**src/rtl/m_sel_pkg.sv**
```systemverilog
`default_nettype none
// ============================================================================
//  Module      : m_sel_pkg
//  Description : Shared constants and helpers for the priority selector family.
//  Revision    : 1.0 - initial release
// ============================================================================
package m_sel_pkg;

    // Arbitration mode encodings
    localparam int MODE_FIXED = 0;
    localparam int MODE_RR    = 1;

    // Index width that never collapses to zero bits, even for tiny N
    function automatic int idx_width(input int n);
        return (n <= 2) ? 1 : $clog2(n);
    endfunction

endpackage
`default_nettype wire

```
**src/rtl/m_prio_arb.sv**
```systemverilog
`default_nettype none
// ============================================================================
//  Module      : m_prio_arb
//  Description : Combinational rotating-priority search. The first requester
//                found scanning upward from i_ptr (with wrap) wins. Tying
//                i_ptr to zero gives plain lowest-index-wins priority.
//  Revision    : 1.0 - initial release
// ============================================================================
module m_prio_arb
    import m_sel_pkg::*;
#(
    parameter int N  = 4,
    parameter int CW = idx_width(N)
) (
    input  logic [N-1:0]  i_req,
    input  logic [CW-1:0] i_ptr,
    output logic [N-1:0]  o_gnt,
    output logic [CW-1:0] o_idx
);

    logic w_found;
    int   w_cand;

    // Scan N candidates starting at the pointer; first request found wins
    always_comb begin
        o_gnt   = '0;
        o_idx   = '0;
        w_found = 1'b0;
        w_cand  = 0;
        for (int k = 0; k < N; k++) begin
            w_cand = int'(i_ptr) + k;
            if (w_cand >= N) begin
                w_cand = w_cand - N;
            end
            if (!w_found && i_req[w_cand]) begin
                w_found        = 1'b1;
                o_gnt[w_cand]  = 1'b1;
                o_idx          = CW'(w_cand);
            end
        end
    end

endmodule
`default_nettype wire

```
**src/rtl/m_prio_sel.sv**
```systemverilog
`default_nettype none
// ============================================================================
//  Module      : m_prio_sel
//  Description : N-channel, W-bit priority selector with a registered output
//                stage and valid/ready handshake. Fixed-priority or
//                round-robin arbitration chosen at elaboration time.
//  Revision    : 1.0 - initial release
// ============================================================================
module m_prio_sel
    import m_sel_pkg::*;
#(
    parameter  int N    = 4,
    parameter  int W    = 8,
    parameter  int MODE = MODE_FIXED,
    localparam int CW   = idx_width(N)
) (
    input  logic           clk,
    input  logic           rst_n,
    input  logic [N-1:0]   in_valid,
    input  logic [N*W-1:0] in_data,
    output logic [N-1:0]   in_ready,
    output logic           out_valid,
    input  logic           out_ready,
    output logic [W-1:0]   out_data,
    output logic [CW-1:0]  out_chan
);

    logic           r_out_valid;
    logic [W-1:0]   r_out_data;
    logic [CW-1:0]  r_out_chan;

    logic           w_out_valid_nxt;
    logic [W-1:0]   w_out_data_nxt;
    logic [CW-1:0]  w_out_chan_nxt;

    logic [N-1:0]   w_gnt;
    logic [CW-1:0]  w_idx;
    logic [CW-1:0]  w_ptr;
    logic           w_load;
    logic [W-1:0]   w_sel_data;

    // A new word is taken whenever the output slot is empty or draining
    assign w_load = (~r_out_valid | out_ready) & (|in_valid);

    // Grant goes out only on a load; held low while reset is asserted
    always_comb begin
        in_ready = '0;
        if (w_load && rst_n) begin
            in_ready = w_gnt;
        end
    end

    m_prio_arb #(
        .N  (N),
        .CW (CW)
    ) u_arb (
        .i_req (in_valid),
        .i_ptr (w_ptr),
        .o_gnt (w_gnt),
        .o_idx (w_idx)
    );

    generate
        if (MODE == MODE_RR) begin : g_rr
            logic [CW-1:0] r_ptr;
            logic [CW-1:0] w_ptr_nxt;

            // Pointer moves just past the last granted channel
            always_comb begin
                w_ptr_nxt = r_ptr;
                if (w_load) begin
                    w_ptr_nxt = (w_idx == CW'(N - 1)) ? '0 : w_idx + 1'b1;
                end
            end

            // Round-robin pointer register
            always_ff @(posedge clk or negedge rst_n) begin
                if (!rst_n) begin
                    r_ptr <= '0;
                end else begin
                    r_ptr <= w_ptr_nxt;
                end
            end

            assign w_ptr = r_ptr;
        end else begin : g_fixed
            assign w_ptr = '0;
        end
    endgenerate

    // One-hot grant selects the winning channel's word
    always_comb begin
        w_sel_data = '0;
        for (int i = 0; i < N; i++) begin
            if (w_gnt[i]) begin
                w_sel_data = in_data[i*W +: W];
            end
        end
    end

    // Output slot: load, drain, or hold; data/chan keep last word when idle
    always_comb begin
        w_out_valid_nxt = r_out_valid;
        w_out_data_nxt  = r_out_data;
        w_out_chan_nxt  = r_out_chan;
        if (w_load) begin
            w_out_valid_nxt = 1'b1;
            w_out_data_nxt  = w_sel_data;
            w_out_chan_nxt  = w_idx;
        end else if (out_ready) begin
            w_out_valid_nxt = 1'b0;
        end
    end

    // Output register; a pending word is dropped by reset
    always_ff @(posedge clk or negedge rst_n) begin
        if (!rst_n) begin
            r_out_valid <= 1'b0;
            r_out_data  <= '0;
            r_out_chan  <= '0;
        end else begin
            r_out_valid <= w_out_valid_nxt;
            r_out_data  <= w_out_data_nxt;
            r_out_chan  <= w_out_chan_nxt;
        end
    end

    assign out_valid = r_out_valid;
    assign out_data  = r_out_data;
    assign out_chan  = r_out_chan;

endmodule
`default_nettype wire

```
**config.mk**
```make
export PLATFORM = sky130hd
export DESIGN_NAME = m_prio_sel
export DESIGN_NICKNAME = d
export VERILOG_FILES = /design/src/rtl/m_sel_pkg.sv /design/src/rtl/m_prio_arb.sv /design/src/rtl/m_prio_sel.sv
export SDC_FILE = /design/constraint.sdc
export NUM_CORES = 1
export LEC_CHECK = 0
export BUFFER_PORTS_ARGS = -buffer_cell sky130_fd_sc_hd__clkbuf_2
export CAP_MARGIN = 30
export CORE_MARGIN = 1.5
export CORE_UTILIZATION = 45
export CTS_CLUSTER_DIAMETER = 200
export DETAILED_ROUTE_END_ITERATION = 10
export PLACE_DENSITY = 0.78
export SLEW_MARGIN = 40
export SYNTH_ARGS = -nofsm -noshare
export SYNTH_HDL_FRONTEND = slang
export SYNTH_HIERARCHICAL = 1
export SYNTH_SLANG_ARGS = --single-unit
```
**constraint.sdc**
```tcl
create_clock -name clk -period 2.4 [get_ports clk]
set_input_delay 0.24 -clock clk [delete_from_list [all_inputs] [get_ports clk]]
set_output_delay 0.24 -clock clk [all_outputs]
set_load 0.02 [all_outputs]
```
* After elaboration in Yosys (flattened, before gate mapping) *
Cells that the tools add are included.

word-level totals
  register bits after elaboration = 11
  input bits = 39
  output and inout bits = 15
  word-level logic and storage cells = 32

operators by class
  mux-type cells = 17
  bitwise operators = 3
  reduce and logical (&&, ||, !) cells = 9

operators with widths
  operator            number
  2-to-1 mux 8 bit    4
  2-to-1 mux 4 bit    2
  2-to-1 mux 1 bit    7
  2-to-1 mux 2 bit    3
  logical AND 1 bit   4
  OR reduction 4 bit  1
  logical NOT 1 bit   3
  2-to-1 mux 3 bit    1
  nonzero test 2 bit  1
  AND 1 bit           1
  NOT 1 bit           1
  OR 1 bit            1

* Longest topological paths before layout *
  word-level depth = 14
  gate-level depth with buffers = 12

* By module *
The synthesis kept the hierarchy.

by module, submodules not included
  module      instances  cells each  area an instance (sq um)
  m_prio_sel  1          67          671.9
  m_prio_arb  1          49          456.7

* Worst setup path after synthesis *
OpenSTA, ideal clock, no wires.

  path type = in2reg
  start point = in in_valid[2]
  end point = reg r_out_data[6], in the netlist out_data[6]
  setup time = 0.104 ns
  data arrival time = 1.948 ns
  data required time = 2.296 ns
  path slack = 0.348 ns
  cell stages on the path = 9
  buffers on the path = 1
  cell sequence = mux4_2 -> nand2b_4 -> nor3_4 -> a22oi_1 -> o21ai_1 -> or2_1 -> clkbuf_1 -> a221oi_1 -> o41ai_2

on the way
  longest elaborated chain between the ends = 6
  elaborated cells on any way between the ends = 10
  classes of those cells = 5 x mux; 1 x bitwise; 4 x reduce/logical

RTL lines
  what                    line               text
  start: declaration      m_prio_sel.sv:19   input logic [N-1:0] in_valid,
  logical AND 1 bit       m_prio_arb.sv:35   if (!w_found && i_req[w_cand]) begin
  2-to-1 mux 1 bit        m_prio_arb.sv:35
  logical NOT 1 bit       m_prio_arb.sv:35
  logical AND 1 bit       m_prio_arb.sv:35
  2-to-1 mux 4 bit        m_prio_arb.sv:35
  via w_gnt[3]            m_prio_sel.sv:36   logic [N-1:0] w_gnt;
  2-to-1 mux 8 bit        m_prio_sel.sv:95   if (w_gnt[i]) begin
  end signal: assignment  m_prio_sel.sv:123  r_out_data <= w_out_data_nxt;
  end: declaration        m_prio_sel.sv:29   logic [W-1:0] r_out_data;

The timed path passes the listed nets, and every way through them passes these cells.
A chain may end at the register's enable or synchronous reset.

* Worst setup path after layout *
  start point = in in_valid[2]
  end point = out in_ready[3]

on the way
  longest elaborated chain between the ends = 6
  elaborated cells on any way between the ends = 9
  classes of those cells = 3 x mux; 1 x bitwise; 5 x reduce/logical

RTL lines
  what               line              text
  logical AND 1 bit  m_prio_arb.sv:35
  2-to-1 mux 1 bit   m_prio_arb.sv:35
  logical NOT 1 bit  m_prio_arb.sv:35
  logical AND 1 bit  m_prio_arb.sv:35
  2-to-1 mux 4 bit   m_prio_arb.sv:35
  via w_gnt[3]       m_prio_sel.sv:36
  2-to-1 mux 4 bit   m_prio_sel.sv:48  if (w_load && rst_n) begin
  end: declaration   m_prio_sel.sv:21  output logic [N-1:0] in_ready,

The timed path passes the listed nets, and every way through them passes these cells.

==> flow_summary.json <==
{
  "syn_avg_cell_area_sq_um": 9.73,
  "hold_violations": 0,
  "dominantRegCellSynth": "dfrtp_1",
  "synth_area_leader_cell": "dfrtp_1",
  "die_area_sq_um": 2820,
  "initial_core_util_pct": 49.1,
  "cts_max_path_buffers": 2,
  "drt-vias-per-instance": 5.71,
  "hold_buffers": 1,
  "synth_cells": 116,
  "cp_max_fo": 7,
  "cts_tree": "yes",
  "p_sw_mw": 0.298,
  "period_share_pct": 87.7,
  "setup_viol_count_final": 0,
  "vdd_ir_drop_max_mv": 0.277,
  "grtUsageMet2_pct": 43.5,
  "yosys.area.top_type_share_pct": 24.4,
  "clock_latency_ns": 0.26,
  "fin_crit_ns": 2.10,
  "yosysMostFrequentCell": "dfrtp_1",
  "combPwrFrac_pct": 50.8,
  "chipHeight_um": 53.1,
  "synth_edf_count": 0,
  "path_clk_slew_ns": 0.07,
  "clock-sinks": 11,
  "worstPathArrival_ns": 1.86,
  "power_frac_clock_pct": 16.5,
  "diodes": 0,
  "powerDensity_nw_per_um2": 490,
  "crit_slowest_cell": "mux4_2",
  "ys_seq_area_share_pct": 24.4,
  "worst_path_dominant_cell_family": "simple AND/OR/NAND/NOR gates",
  "cp.required_ns": 2.16,
  "die_w_um": 53.1,
  "fillers": 202,
  "drt_pass1_iterations": 4,
  "met3_usage_pct": 2.82,
  "report.final.slew_viol_count": 0,
  "drtIter0Drc": 34,
  "synth_seq_cells": 11,
  "tns_ns": 0,
  "avgRoutedWirePerCell_um": 14.2,
  "end_kind": "output pin",
  "detail-route-antenna-nets": 0,
  "rsz0062_at_grt": "false",
  "crit_top_cell": "clkbuf_2",
  "ctsResizeCount": 0,
  "slowest_delay_ns": 0.50,
  "grt_max_degree": 16,
  "io_pins": 54,
  "critPathKind": "in -> out",
  "num_rows": 17,
  "p_leak_nw": 0.758,
  "grt_overflow": 0,
  "cp_cell_sequence": "clkbuf_2 -> mux4_2 -> nand2b_4 -> nor3_4 -> a22oi_1 -> o21ai_1 -> and3_1 -> clkbuf_2",
  "yosysWarnings": 6,
  "htreeDepth": 1,
  "power_frac_seq_pct": 32.7,
  "synth_common_cells": "11 x dfrtp_1, 9 x o21ai_0",
  "post_cts_buffers": 0,
  "netSwitchingFraction_pct": 39.7,
  "root_buffer": "clkbuf_4",
  "status": "completed",
  "drive_gt1_share_pct": 39.5,
  "nets": 238,
  "drt_wl_total_um": 3100,
  "fin_skew_ns": 0.000275,
  "synth_area_sq_um": 1130,
  "antenna_found_initial": 0,
  "total_power_mw": 0.751,
  "track_usage_pct": 24.1,
  "vias": 1245,
  "coreArea_sq_um": 2300,
  "intPower_mw": 0.453,
  "pre_cts_slack_ns": 0.0764,
  "post-route-worst-setup-slack_ns": 0.296,
  "grt_busiest_layer": "met2",
  "max_cap_violations": 0,
  "start_kind": "input pin",
  "synthTopCellsByArea": "dfrtp_1 24%, ha_1 8.9%, a221oi_1 6.2%",
  "area_growth_pct": 35.8,
  "io_buffers": 53,
  "hold_class": "in -> reg",
  "hpwlAfterDp_um": 2530,
  "fin_hold_ws_ns": 0.300,
  "grt_pass1_wl_um": 5000,
  "drc": 0,
  "gp_congestion": 0.825,
  "grt_pass1_vias": 1123,
  "cts_made_buffers": 3,
  "synthArstFlopShare_pct": 100,
  "grt_util_met1_pct": 28.1,
  "cp_num_buf_inv": 2,
  "clock.fmax_mhz": 475,
  "ys_types": 38
}
metrics by stage:
| stage | utilization (%) | instances | cell area, sq um |
|---|---|---|---|
| 3_3_place_gp | 65.1 | 213 | 1500 |
| 6_report | 66.7 | 218 | 1530 |
| 2_1_floorplan | - | 133 | 1190 |
| 4_1_cts | 66.7 | 218 | 1530 |
| 5_1_grt | 66.7 | 218 | 1530 |
| 3_5_place_dp | 65.1 | 213 | 1500 |
path summary, 6_finish.rpt:
| kind | start | endpoint | slack, ns | cells after the start |
|---|---|---|---|---|
| max in group asynchronous | rst_n | out_data[0]$_DFFE_PN0P_ | 1.77 | 2 |
| max reg2reg | out_valid$_DFFE_PN0P_ | out_data[6]$_DFFE_PN0P_ | 0.96 | 4 |
| min reg2reg | out_chan[1]$_DFFE_PN0P_ | out_chan[1]$_DFFE_PN0P_ | 0.52 | 1 |
| min in group asynchronous | rst_n | out_chan[0]$_DFFE_PN0P_ | 0.39 | 2 |
| min | in_data[23] | out_data[7]$_DFFE_PN0P_ | 0.30 | 3 |
| max | in_valid[2] | in_ready[3] | 0.30 | 8 |
logic make-up after synthesis:
| family | after synthesis | share of synthesized area, % |
|---|---|---|
| other cells | 1 | 0.332 |
| flops | 11 | 24.4 |
| fa+ha+maj | 8 | 8.87 |
| buf+inv | 12 | 5.65 |
| simple gates | 24 | 15.7 |
| compound gates | 52 | 32.3 |
| mux | 8 | 12.7 |
cell type report:
type,count,area (sq um),share of cell area (%)
Clock buffer,4,26.3,1.71
Inverter,4,15.0,0.980
Tap cell,28,35.0,2.29
Sequential cell,11,275,18.0
Timing Repair Buffer,61,328,21.4
Multi-Input combinational cell,110,853,55.7
registers in the layout, indices dropped and copies added, names as in the netlist:
| name | count |
|---|---|
| out_valid | 1 |
| out_chan | 2 |
| out_data | 8 |
worst min-delay path: stages:
cell	delay, ns
clkbuf_2	0.08
o22ai_1	0.10
o31ai_1	0.09
placed cells by master, fill, tap and decap left out, types with 2 or more instances in the layout:
cell type,instances
a221oi_1,8
a22oi_1,8
and3_1,5
buf_4,7
clkbuf_2,53
clkbuf_4,3
conb_1,18
dfrtp_1,11
ha_1,8
inv_1,3
mux2_4,2
mux2i_1,2
mux4_2,3
nand2b_1,2
nor2_1,3
nor2b_1,3
o21ai_0,9
o21ai_1,6
o22ai_1,8
o31ai_1,8
or2_1,2
layer usage:
metal / wire [um] / share of wire, %
met1: 1280 / 41
met2: 1450 / 47
met3: 299 / 9.7
met4: 68 / 2.2
met5: 0 / 0
power by group through the flow:
stage | clock network (mW) | registers (mW) | logic [mW]
after global routing | 0.135 | 0.249 | 0.421
after CTS | 0.127 | 0.245 | 0.376
after floorplan | 0 | 0.297 | 0.204
after global placement | 0 | 0.247 | 0.367
final | 0.124 | 0.246 | 0.381
after detailed placement | 0 | 0.248 | 0.374
Note: power is estimated with default switching activity, not from simulation.
